**config.mk**
```make
export PLATFORM = sky130hd
export DESIGN_NAME = qpsk_mapper
export DESIGN_NICKNAME = d
export VERILOG_FILES = /design/src/rtl/qpsk_mapper.sv
export SDC_FILE = /design/constraint.sdc
export NUM_CORES = 1
export LEC_CHECK = 0
export BUFFER_PORTS_ARGS = -buffer_cell sky130_fd_sc_hd__buf_2
export CAP_MARGIN = 5
export CELL_PAD_IN_SITES_DETAIL_PLACEMENT = 2
export CELL_PAD_IN_SITES_GLOBAL_PLACEMENT = 2
export CORE_MARGIN = 3
export CORE_UTILIZATION = 35
export CTS_BUF_LIST = sky130_fd_sc_hd__clkbuf_2
export DETAILED_ROUTE_END_ITERATION = 8
export PLACE_DENSITY = 0.79
export SLEW_MARGIN = 20
export SYNTH_ARGS = -nofsm -noshare
export SYNTH_HDL_FRONTEND = slang
export SYNTH_SLANG_ARGS = --single-unit
export TNS_END_PERCENT = 30
```
**constraint.sdc**
```tcl
create_clock -name clk -period 5.05 [get_ports clk]
set_clock_uncertainty 0.1 [all_clocks]
set_input_delay 0.505 -clock clk [delete_from_list [all_inputs] [get_ports clk]]
set_output_delay 0.505 -clock clk [all_outputs]
set_load 0.05 [all_outputs]
```
**src/rtl/qpsk_mapper.sv**
```systemverilog
// qpsk_mapper: pairs a serial interleaved bit stream into QPSK constellation
// points and queues them in a small output FIFO towards the IFFT stage.
// Every Ncbps/Ncpc-th symbol is tagged as the last of its OFDM block.
// Optional build macro QPSK_SYM_INDEX_EN adds the sym_index output, which is
// the in-block index of the head symbol.

module qpsk_mapper #(
   parameter int unsigned Ncbps      = 192,
   parameter int unsigned Ncpc       = 2,
   parameter int unsigned DW         = 16,
   parameter int unsigned AMP        = 23170,
   parameter int unsigned FIFO_DEPTH = 4
) (
   input  logic                 clk,
   input  logic                 reset,
   input  logic                 data_in,
   input  logic                 valid_in,
   output logic                 ready_out,
   output logic signed [DW-1:0] I_out,
   output logic signed [DW-1:0] Q_out,
   output logic                 valid_out,
   input  logic                 ready_in,
   output logic                 last_out
`ifdef QPSK_SYM_INDEX_EN
   ,
   output logic [6:0]           sym_index
`endif
);

   localparam int unsigned SymPerBlk = Ncbps / Ncpc;
   localparam int unsigned CntW      = (SymPerBlk > 1) ? $clog2(SymPerBlk) : 1;
   localparam int unsigned PtrW      = $clog2(FIFO_DEPTH);

   localparam logic [CntW-1:0]        CntMax = CntW'(SymPerBlk - 1);
   localparam logic signed [DW-1:0]   AmpPos = DW'(AMP);
   localparam logic signed [DW-1:0]   AmpNeg = -AmpPos;

   typedef enum logic [0:0] {
      StB0,
      StB1
   } pair_state_e;

   // ----------------------------------------------------------------------
   // Declarations
   // ----------------------------------------------------------------------
   pair_state_e state_q, state_d;

   logic                 reset_q;
   logic                 b0_q;
   logic [CntW-1:0]      cnt_q;

   logic [PtrW:0]        wr_ptr_q;
   logic [PtrW:0]        rd_ptr_q;
   logic [PtrW-1:0]      wr_idx;
   logic [PtrW-1:0]      rd_idx;

   logic signed [DW-1:0] mem_i    [FIFO_DEPTH];
   logic signed [DW-1:0] mem_q    [FIFO_DEPTH];
   logic                 mem_last [FIFO_DEPTH];

   logic signed [DW-1:0] hold_i_q;
   logic signed [DW-1:0] hold_q_q;
   logic                 hold_last_q;

`ifdef QPSK_SYM_INDEX_EN
   logic [CntW-1:0]      mem_idx  [FIFO_DEPTH];
   logic [CntW-1:0]      hold_idx_q;
`endif

   logic                 fifo_full;
   logic                 fifo_empty;
   logic                 accept;
   logic                 latch_b0;
   logic                 push;
   logic                 pop;

   logic signed [DW-1:0] sym_i;
   logic signed [DW-1:0] sym_q;
   logic                 sym_last;

   // ----------------------------------------------------------------------
   // Handshake and FIFO status
   // ----------------------------------------------------------------------
   // Registered copy of reset keeps ready_out low for one cycle after reset.
   always_ff @(posedge clk) begin
      reset_q <= reset;
   end

   // Pointers carry one extra wrap bit to tell full from empty.
   always_comb begin
      wr_idx     = wr_ptr_q[PtrW-1:0];
      rd_idx     = rd_ptr_q[PtrW-1:0];
      fifo_empty = (wr_ptr_q == rd_ptr_q);
      fifo_full  = (wr_ptr_q[PtrW] != rd_ptr_q[PtrW]) && (wr_idx == rd_idx);
   end

   // Ready depends only on registered state, never on valid_in or ready_in.
   always_comb begin
      ready_out = !reset_q && !fifo_full;
      accept    = valid_in && ready_out;
      valid_out = !fifo_empty;
      pop       = valid_out && ready_in;
   end

   // ----------------------------------------------------------------------
   // Pair FSM
   // ----------------------------------------------------------------------
   // State register.
   always_ff @(posedge clk) begin
      if (reset) begin
         state_q <= StB0;
      end else begin
         state_q <= state_d;
      end
   end

   // Next state: advance one half of the pair on every accepted bit.
   always_comb begin
      state_d = state_q;
      unique case (state_q)
         StB0:    if (accept) state_d = StB1;
         StB1:    if (accept) state_d = StB0;
         default: state_d = StB0;
      endcase
   end

   // FSM outputs: latch the first bit, push the symbol on the second.
   always_comb begin
      latch_b0 = 1'b0;
      push     = 1'b0;
      unique case (state_q)
         StB0:    latch_b0 = accept;
         StB1:    push     = accept;
         default: ;
      endcase
   end

   // First bit of the pair, feeds the in-phase component.
   always_ff @(posedge clk) begin
      if (reset) begin
         b0_q <= 1'b0;
      end else if (latch_b0) begin
         b0_q <= data_in;
      end
   end

   // ----------------------------------------------------------------------
   // Constellation mapping and block position
   // ----------------------------------------------------------------------
   // Gray QPSK: bit 0 maps to +AMP, bit 1 to -AMP on each axis.
   always_comb begin
      sym_i    = b0_q    ? AmpNeg : AmpPos;
      sym_q    = data_in ? AmpNeg : AmpPos;
      sym_last = (cnt_q == CntMax);
   end

   // Symbol counter within the OFDM block, wraps after the last symbol.
   always_ff @(posedge clk) begin
      if (reset) begin
         cnt_q <= '0;
      end else if (push) begin
         if (cnt_q == CntMax) begin
            cnt_q <= '0;
         end else begin
            cnt_q <= cnt_q + CntW'(1);
         end
      end
   end

   // ----------------------------------------------------------------------
   // Output FIFO
   // ----------------------------------------------------------------------
   // Storage; contents need no reset since the pointers gate visibility.
   always_ff @(posedge clk) begin
      if (push) begin
         mem_i[wr_idx]    <= sym_i;
         mem_q[wr_idx]    <= sym_q;
         mem_last[wr_idx] <= sym_last;
`ifdef QPSK_SYM_INDEX_EN
         mem_idx[wr_idx]  <= cnt_q;
`endif
      end
   end

   // Pointers; push and pop in the same cycle are both honoured.
   always_ff @(posedge clk) begin
      if (reset) begin
         wr_ptr_q <= '0;
         rd_ptr_q <= '0;
      end else begin
         if (push) begin
            wr_ptr_q <= wr_ptr_q + (PtrW + 1)'(1);
         end
         if (pop) begin
            rd_ptr_q <= rd_ptr_q + (PtrW + 1)'(1);
         end
      end
   end

   // Copy of the most recently popped head, shown while the FIFO is empty.
   always_ff @(posedge clk) begin
      if (reset) begin
         hold_i_q    <= '0;
         hold_q_q    <= '0;
         hold_last_q <= 1'b0;
`ifdef QPSK_SYM_INDEX_EN
         hold_idx_q  <= '0;
`endif
      end else if (pop) begin
         hold_i_q    <= mem_i[rd_idx];
         hold_q_q    <= mem_q[rd_idx];
         hold_last_q <= mem_last[rd_idx];
`ifdef QPSK_SYM_INDEX_EN
         hold_idx_q  <= mem_idx[rd_idx];
`endif
      end
   end

   // Head of FIFO drives the outputs; empty FIFO keeps the last values.
   always_comb begin
      if (fifo_empty) begin
         I_out    = hold_i_q;
         Q_out    = hold_q_q;
         last_out = hold_last_q;
      end else begin
         I_out    = mem_i[rd_idx];
         Q_out    = mem_q[rd_idx];
         last_out = mem_last[rd_idx];
      end
   end

`ifdef QPSK_SYM_INDEX_EN
   // In-block index travels with the head exactly like I/Q.
   always_comb begin
      if (fifo_empty) begin
         sym_index = 7'(hold_idx_q);
      end else begin
         sym_index = 7'(mem_idx[rd_idx]);
      end
   end
`endif

   // ----------------------------------------------------------------------
   // Sanity properties
   // ----------------------------------------------------------------------
   push_not_full_a : assert property (@(posedge clk) disable iff (reset)
      push |-> !fifo_full);
   pop_not_empty_a : assert property (@(posedge clk) disable iff (reset)
      pop |-> !fifo_empty);

endmodule
```
==> impl_metrics.yaml, run 1 <==
placement:
  placed_area_um2: 2240
  dp_cells: 264
  hpwlAfterDp_mm: 3.16
  gp_congestion: 0.674
  io_buffer_count: 37
layout:
  fill_cells: 640
  fin_area_um2: 2280
  multi_input_area_um2: 841
  antennaDiodeCount: 0
  final_util_pct: 38.1
  stdcell_count: 272
  register_area_um2: 1080
  nets: 210
  syn_to_final_growth_pct: 4.82
  drive_gt1_share_pct: 31.0
routing:
  drtIter0Drc: 39
  drt-pass1-iter-count: 4
  vias: 1296
  antenna_left: 0
  drc: 0
  avgViaCountPerCell: 4.76
  totalWireLength_mm: 4.16
  wl_per_cell_um: 15.3
status:
  outcome: "completed"
yosys:
  synth-main-ff-cell: "dfxtp_1"
  synth_top_area_share_pct: 27.6
  synth_area_leaders: "edfxtp_1, dfxtp_1, buf_4, ha_1, mux4_2"
  synth_area_um2: 2180
  ys_warn_count: 0
  synth_seq_area_share_pct: 49.6
  synthDistinctLibCells: 38
  synth_common_cells: "buf_4, dfxtp_1, edfxtp_1, nor2_1"
  yosysMostFrequentCell: "buf_4"
  synth_cells: 182
  async_flop_share_pct: 0
  synth_area_per_cell_um2: 12.0
  synth-edff-count: 20
  synth_top_area_cell: "edfxtp_1"
  ys_seq_elements: 44
power:
  total_power_mw: 1.11
  power.density_nw_per_um2: 484
  peakVddDrop_mv: 0.272
  p_leak_nw: 0.913
sta:
  setup_viol: 0
  max_freq_mhz: 361
  min_period_over_period_pct: 54.8
  finalHoldViolations: 0
  rsz0062_at_grt: "false"
  slew_violations: 0
  finalCriticalPeriod_ns: 2.77
  fin_setup_tns_ns: 0
setup_path:
  crit_path_top_delay_cell: "dfxtp_1"
  r2r-start: "wr_ptr_q[0]$_SDFFE_PP0P_"
  cp.required_ns: 4.45
  worst-path-max-fanout: 9
  cp-startpoint: "wr_ptr_q[0]$_SDFFE_PP0P_"
  endpoint_kind: "output port"
  path_class: "reg -> out"
  path_cells: "xnor2_1 -> and3_4 -> inv_4 -> mux2_4 -> buf_2"
  cp.arrival_ns: 2.16
  startpoint_type: "flop"
  max_stage_delay_ns: 0.42
global_route:
  grt-ovfl-total: 0
  track_usage_pct: 12.2
  antenna_found_initial: 0
  grt_pass1_wl_mm: 6.84
  grt_max_degree: 26
  first_global_vias: 1341
die:
  core-area_um2: 5990
  fp.dieH_um: 84.9
  dieArea_um2: 7210
  die-width_um: 84.9
  rows: 28
  start_util_pct: 36.4
  ios: 40
cts:
  path_clk_slew_ns: 0.22
  htreeDepth: 2
  root_buffer: "clkbuf_2"
  postCtsSetupRepairBufs: 0
  cts-root-to-sink-buffers: 2
  cts.sinks: 44
  cts_hold_buf: 0
  cts_resized: 0
  insertion_delay_ns: 0.40
  cts_made_buffers: 5
  cts_tree: "done"
job:
  cap_violations: 0
worst_hold_path:
  hold_class: "in -> reg"
  worst_hold_startpoint: "data_in"
[worst max-delay path: cells and delay by family, from the launching register on]
| kind | cells | cell delay (ns) |
|---|---|---|
| xor+xnor | 1 | 0.42 |
| mux | 1 | 0.33 |
| flops | 1 | 0.42 |
| simple gates | 1 | 0.29 |
| buf+inv | 2 | 0.29 |
[flip-flops by register name, indices dropped and copies added, names as in the netlist, named ones only]
| register | count |
|---|---|
| hold_i_q | 3 |
| hold_q_q | 2 |
| rd_ptr_q | 3 |
| state_q | 1 |
| b0_q | 1 |
| mem_i | 8 |
| hold_last_q | 1 |
| mem_q | 8 |
| mem_last | 4 |
| cnt_q | 7 |
| reset_q | 1 |
| wr_ptr_q | 3 |
[final cells by class]
cell class	count	area share [%]
Multi-Input combinational cell	98	36.8
Clock inverter	2	0.548
Sequential cell	44	47.3
Tap cell	75	4.11
Clock buffer	6	1.32
Inverter	10	1.75
Timing Repair Buffer	37	8.11
[cell usage in the layout, fill, tap and decap left out, types with 2 or more instances in the layout]
cell type,synthesis,routed
nor2_1,10,10
nor2b_1,2,2
dfxtp_1,24,24
xnor2_1,4,4
mux2i_1,9,9
buf_2,2,37
mux2_2,2,2
edfxtp_1,20,20
inv_1,9,9
nand4_1,2,2
o21ai_0,3,3
nand2b_1,7,7
xor2_1,5,5
nand3_1,2,2
mux2_4,5,5
ha_1,9,9
clkbuf_2,0,6
conb_1,1,2
nand2_1,8,8
a21oi_1,3,3
and2_1,5,5
mux4_2,5,5
a31oi_1,2,2
[cells by family after synthesis]
family,count (synthesis),share of synthesized area [%]
simple gates,45,11.5
flops,44,49.6
buf+inv,41,11.9
mux,21,13.8
compound gates,12,4.19
fa+ha+maj,9,5.17
xor+xnor,9,3.62
other cells,1,0.172
[path summary, 6_finish.rpt]
| check | slack (ns) | endpoint | depth (start not counted) |
|---|---|---|---|
| worst max-delay path | 2.28 | I_out[6] | 5 |
| worst min-delay path | 0.24 | mem_q[1][13]$_DFFE_PP_ | 1 |
| worst max register to register | 2.52 | cnt_q[6]$_SDFFE_PP0P_ | 7 |
| worst min register to register | 0.38 | hold_i_q[13]$_SDFFE_PP0P_ | 2 |
[power by group]
| part | internal, mW | total (mW) | switching [mW] | leakage, nW |
|---|---|---|---|---|
| clock | 0.0353 | 0.150 | 0.114 | 0.0290 |
| combinational | 0.129 | 0.552 | 0.423 | 0.514 |
| sequential | 0.388 | 0.404 | 0.0160 | 0.370 |
| total | 0.552 | 1.11 | 0.553 | 0.913 |
[metal layers]
metal	share of wire, %	vias up	track usage [%]
met5	0	-	0
met4	1.3	0	4.75
met3	4.8	5	3.01
met2	51	34	21.1
met1	43	633	14.5
li1	-	624	-
[stage by stage]
stage / hold slack, ns / setup WS, ns
floorplan: 0.334 / 2.09
global placement: 0.342 / 2.67
detailed placement: 0.358 / 2.54
CTS: 0.214 / 2.22
global route: 0.214 / 2.10
finish: 0.243 / 2.28
(Power assumes the default switching activity.)
==> run 2, diff against run 1 <==
- CORE_UTILIZATION: 35 -> 34
- PLACE_DENSITY: 0.79 -> 0.8
- clock period: 5.05 -> 2.2 ns (I/O delays scaled with it)
==> run 2 against run 1 <==
- the flow now finishes with violations (negative setup slack)
- non-clock buffer count rose by 9
- global-route usage is 1.7 points higher
- wire length rose by 16%
- register-to-register slack worse by 2.5 ns
- sequential share of layout area shrank 6.2 points
- final cell count is 4.0% higher
- sequential power is 130% higher
- setup slack got worse by 2.4 ns
- sequential cell count is the same
- count of clock-buffer cells in the layout is 1 lower
- power grew to 2.7 times the previous value
- first-iteration DRC count rose by 41%
- critical path type unchanged
- critical endpoint is now I_out[9]
==> impl_metrics.yaml, run 2 (synthesis gave the netlist of run 1 again) <==
sta:
  max_freq_mhz: 436
  slew_violations: 0
  finalHoldViolations: 0
  setup_viol: 29
  rsz0062_at_grt: "true"
  worst_slack_ns: -0.0917
  finalCriticalPeriod_ns: 2.29
  min_period_over_period_pct: 104
worst_hold_path:
  hold_class: "in -> reg"
die:
  fp.dieH_um: 86.0
  ios: 40
  die-width_um: 86.0
  core-area_um2: 6060
  dieArea_um2: 7400
  start_util_pct: 35.9
  rows: 28
placement:
  io_buffer_count: 37
  hpwlAfterDp_mm: 3.27
  place_ws_ns: 0.129
  placed_area_um2: 2330
  gp_congestion: 0.678
setup_path:
  path_cells: "xnor2_2 -> buf_4 -> and3_4 -> inv_8 -> mux2_4 -> buf_6"
  critical_path.top_delay_family: "flip-flops"
  cp.arrival_ns: 1.97
  max_stage_delay_ns: 0.42
  crit_buf_inv: 3
  worst-path-max-fanout: 8
  startpoint_type: "flop"
  crit_path_top_delay_cell: "dfxtp_4"
  cp.required_ns: 1.88
  path_class: "reg -> out"
  endpoint_kind: "output port"
status:
  outcome: "finished with violations"
  violations: "negative setup slack"
power:
  p_leak_nw: 1.01
  power.density_nw_per_um2: 1100
  peakVddDrop_mv: 0.694
cts:
  htreeDepth: 2
  path_clk_slew_ns: 0.24
  root_buffer: "clkbuf_2"
  cts.sinks: 44
  cts-root-to-sink-buffers: 2
  cts_tree: "done"
  cts_made_buffers: 5
  insertion_delay_ns: 0.40
routing:
  antenna_left: 0
  vias: 1371
  drtIter0Drc: 55
  wl_per_cell_um: 17.1
  drc: 0
  totalWireLength_mm: 4.84
  avgViaCountPerCell: 4.84
  drt-pass1-iter-count: 4
global_route:
  track_usage_pct: 13.9
  first_global_vias: 1457
  grt_max_degree: 26
  grt-ovfl-total: 0
  antenna_found_initial: 0
  grt_pass1_wl_mm: 7.85
layout:
  reg_top3: "mem_i: 8 flops, mem_q: 8 flops, cnt_q: 7 flops"
  syn_to_final_growth_pct: 23.0
  drive_gt1_share_pct: 41.3
  nets: 221
  antennaDiodeCount: 0
  layout_commonest_cell: "buf_6"
  fin_area_um2: 2680
  mostFrequentLayoutCells: "buf_6, edfxtp_1, dfxtp_1"
job:
  cap_violations: 0
-- run 2: path summary, 6_finish.rpt --
path / startpoint / endpoint / slack (ns) / cells after the start
setup / recovery: rd_ptr_q[0]$_SDFFE_PP0P_ / I_out[9] / -0.09 / 6
hold / removal: reset / reset_q$_DFF_P_ / 0.05 / 1
setup reg to reg: rd_ptr_q[2]$_SDFFE_PP0P_ / cnt_q[5]$_SDFFE_PP0P_ / 0.02 / 7
hold reg to reg: hold_q_q[14]$_SDFFE_PP0P_ / hold_q_q[14]$_SDFFE_PP0P_ / 0.40 / 2
-- run 2: per-stage QoR --
| stage | hold slack (ns) | TNS (ns) | utilization (%) | std cells | power (mW) |
|---|---|---|---|---|---|
| 6_report | 0.0522 | -2.35 | 44.2 | 283 | 2.94 |
| 5_1_grt | -0.00114 | -5.26 | 44.2 | 283 | 3.07 |
| 4_1_cts | 0.0238 | -2.21 | 44.0 | 282 | 2.94 |
| 3_5_place_dp | 0.361 | 0 | 38.4 | 266 | 2.25 |
| 3_3_place_gp | 0.343 | 0 | 38.4 | 266 | 2.23 |
| 2_1_floorplan | 0.148 | -0.0167 | - | 183 | 2.22 |
-- run 2: final cells by class --
| type | count | area (µm²) |
|---|---|---|
| Clock buffer | 5 | 25.0 |
| Clock inverter | 3 | 23.8 |
| Fill cell | 606 | 3380 |
| Inverter | 10 | 45.0 |
| Multi-Input combinational cell | 100 | 953 |
| Sequential cell | 44 | 1100 |
| Tap cell | 75 | 93.8 |
| Timing Repair Buffer | 46 | 437 |
-- run 2: timing repair --
action | in CTS | in global routing
gates cloned | 2 | 0
hold buffers | 1 | 0
resized for setup | 69 | 2
pin swaps | 3 | 0
endpoints found under the setup margin | 31 | 33
endpoints found under the hold margin | 4 | 0
setup buffers | 5 | 1
-- run 2: routing by layer --
metal	part of all wire (%)	GRT usage, %	up-vias
met3	4.6	3.46	8
met1	40	14.8	667
li1	-	-	653
met4	1.4	4.03	0
met5	0	0	-
met2	54	26.7	43
-- run 2: worst register-to-register path, cell delays in order, from the launching register on --
cell and delay, ns:
dfxtp_2 0.48, xor2_1 0.30, a31oi_4 0.13, and2_4 0.17
ha_4 0.18, and3_1 0.14, or4_1 0.46, a21oi_1 0.15
-- run 2: power breakdown --
part / switching [mW] / internal (mW) / total, mW / leakage [nW]
combinational: 1.06 / 0.578 / 1.64 / 0.609
clock: 0.279 / 0.0794 / 0.359 / 0.0252
sequential: 0.0461 / 0.892 / 0.939 / 0.375
total: 1.39 / 1.55 / 2.94 / 1.01
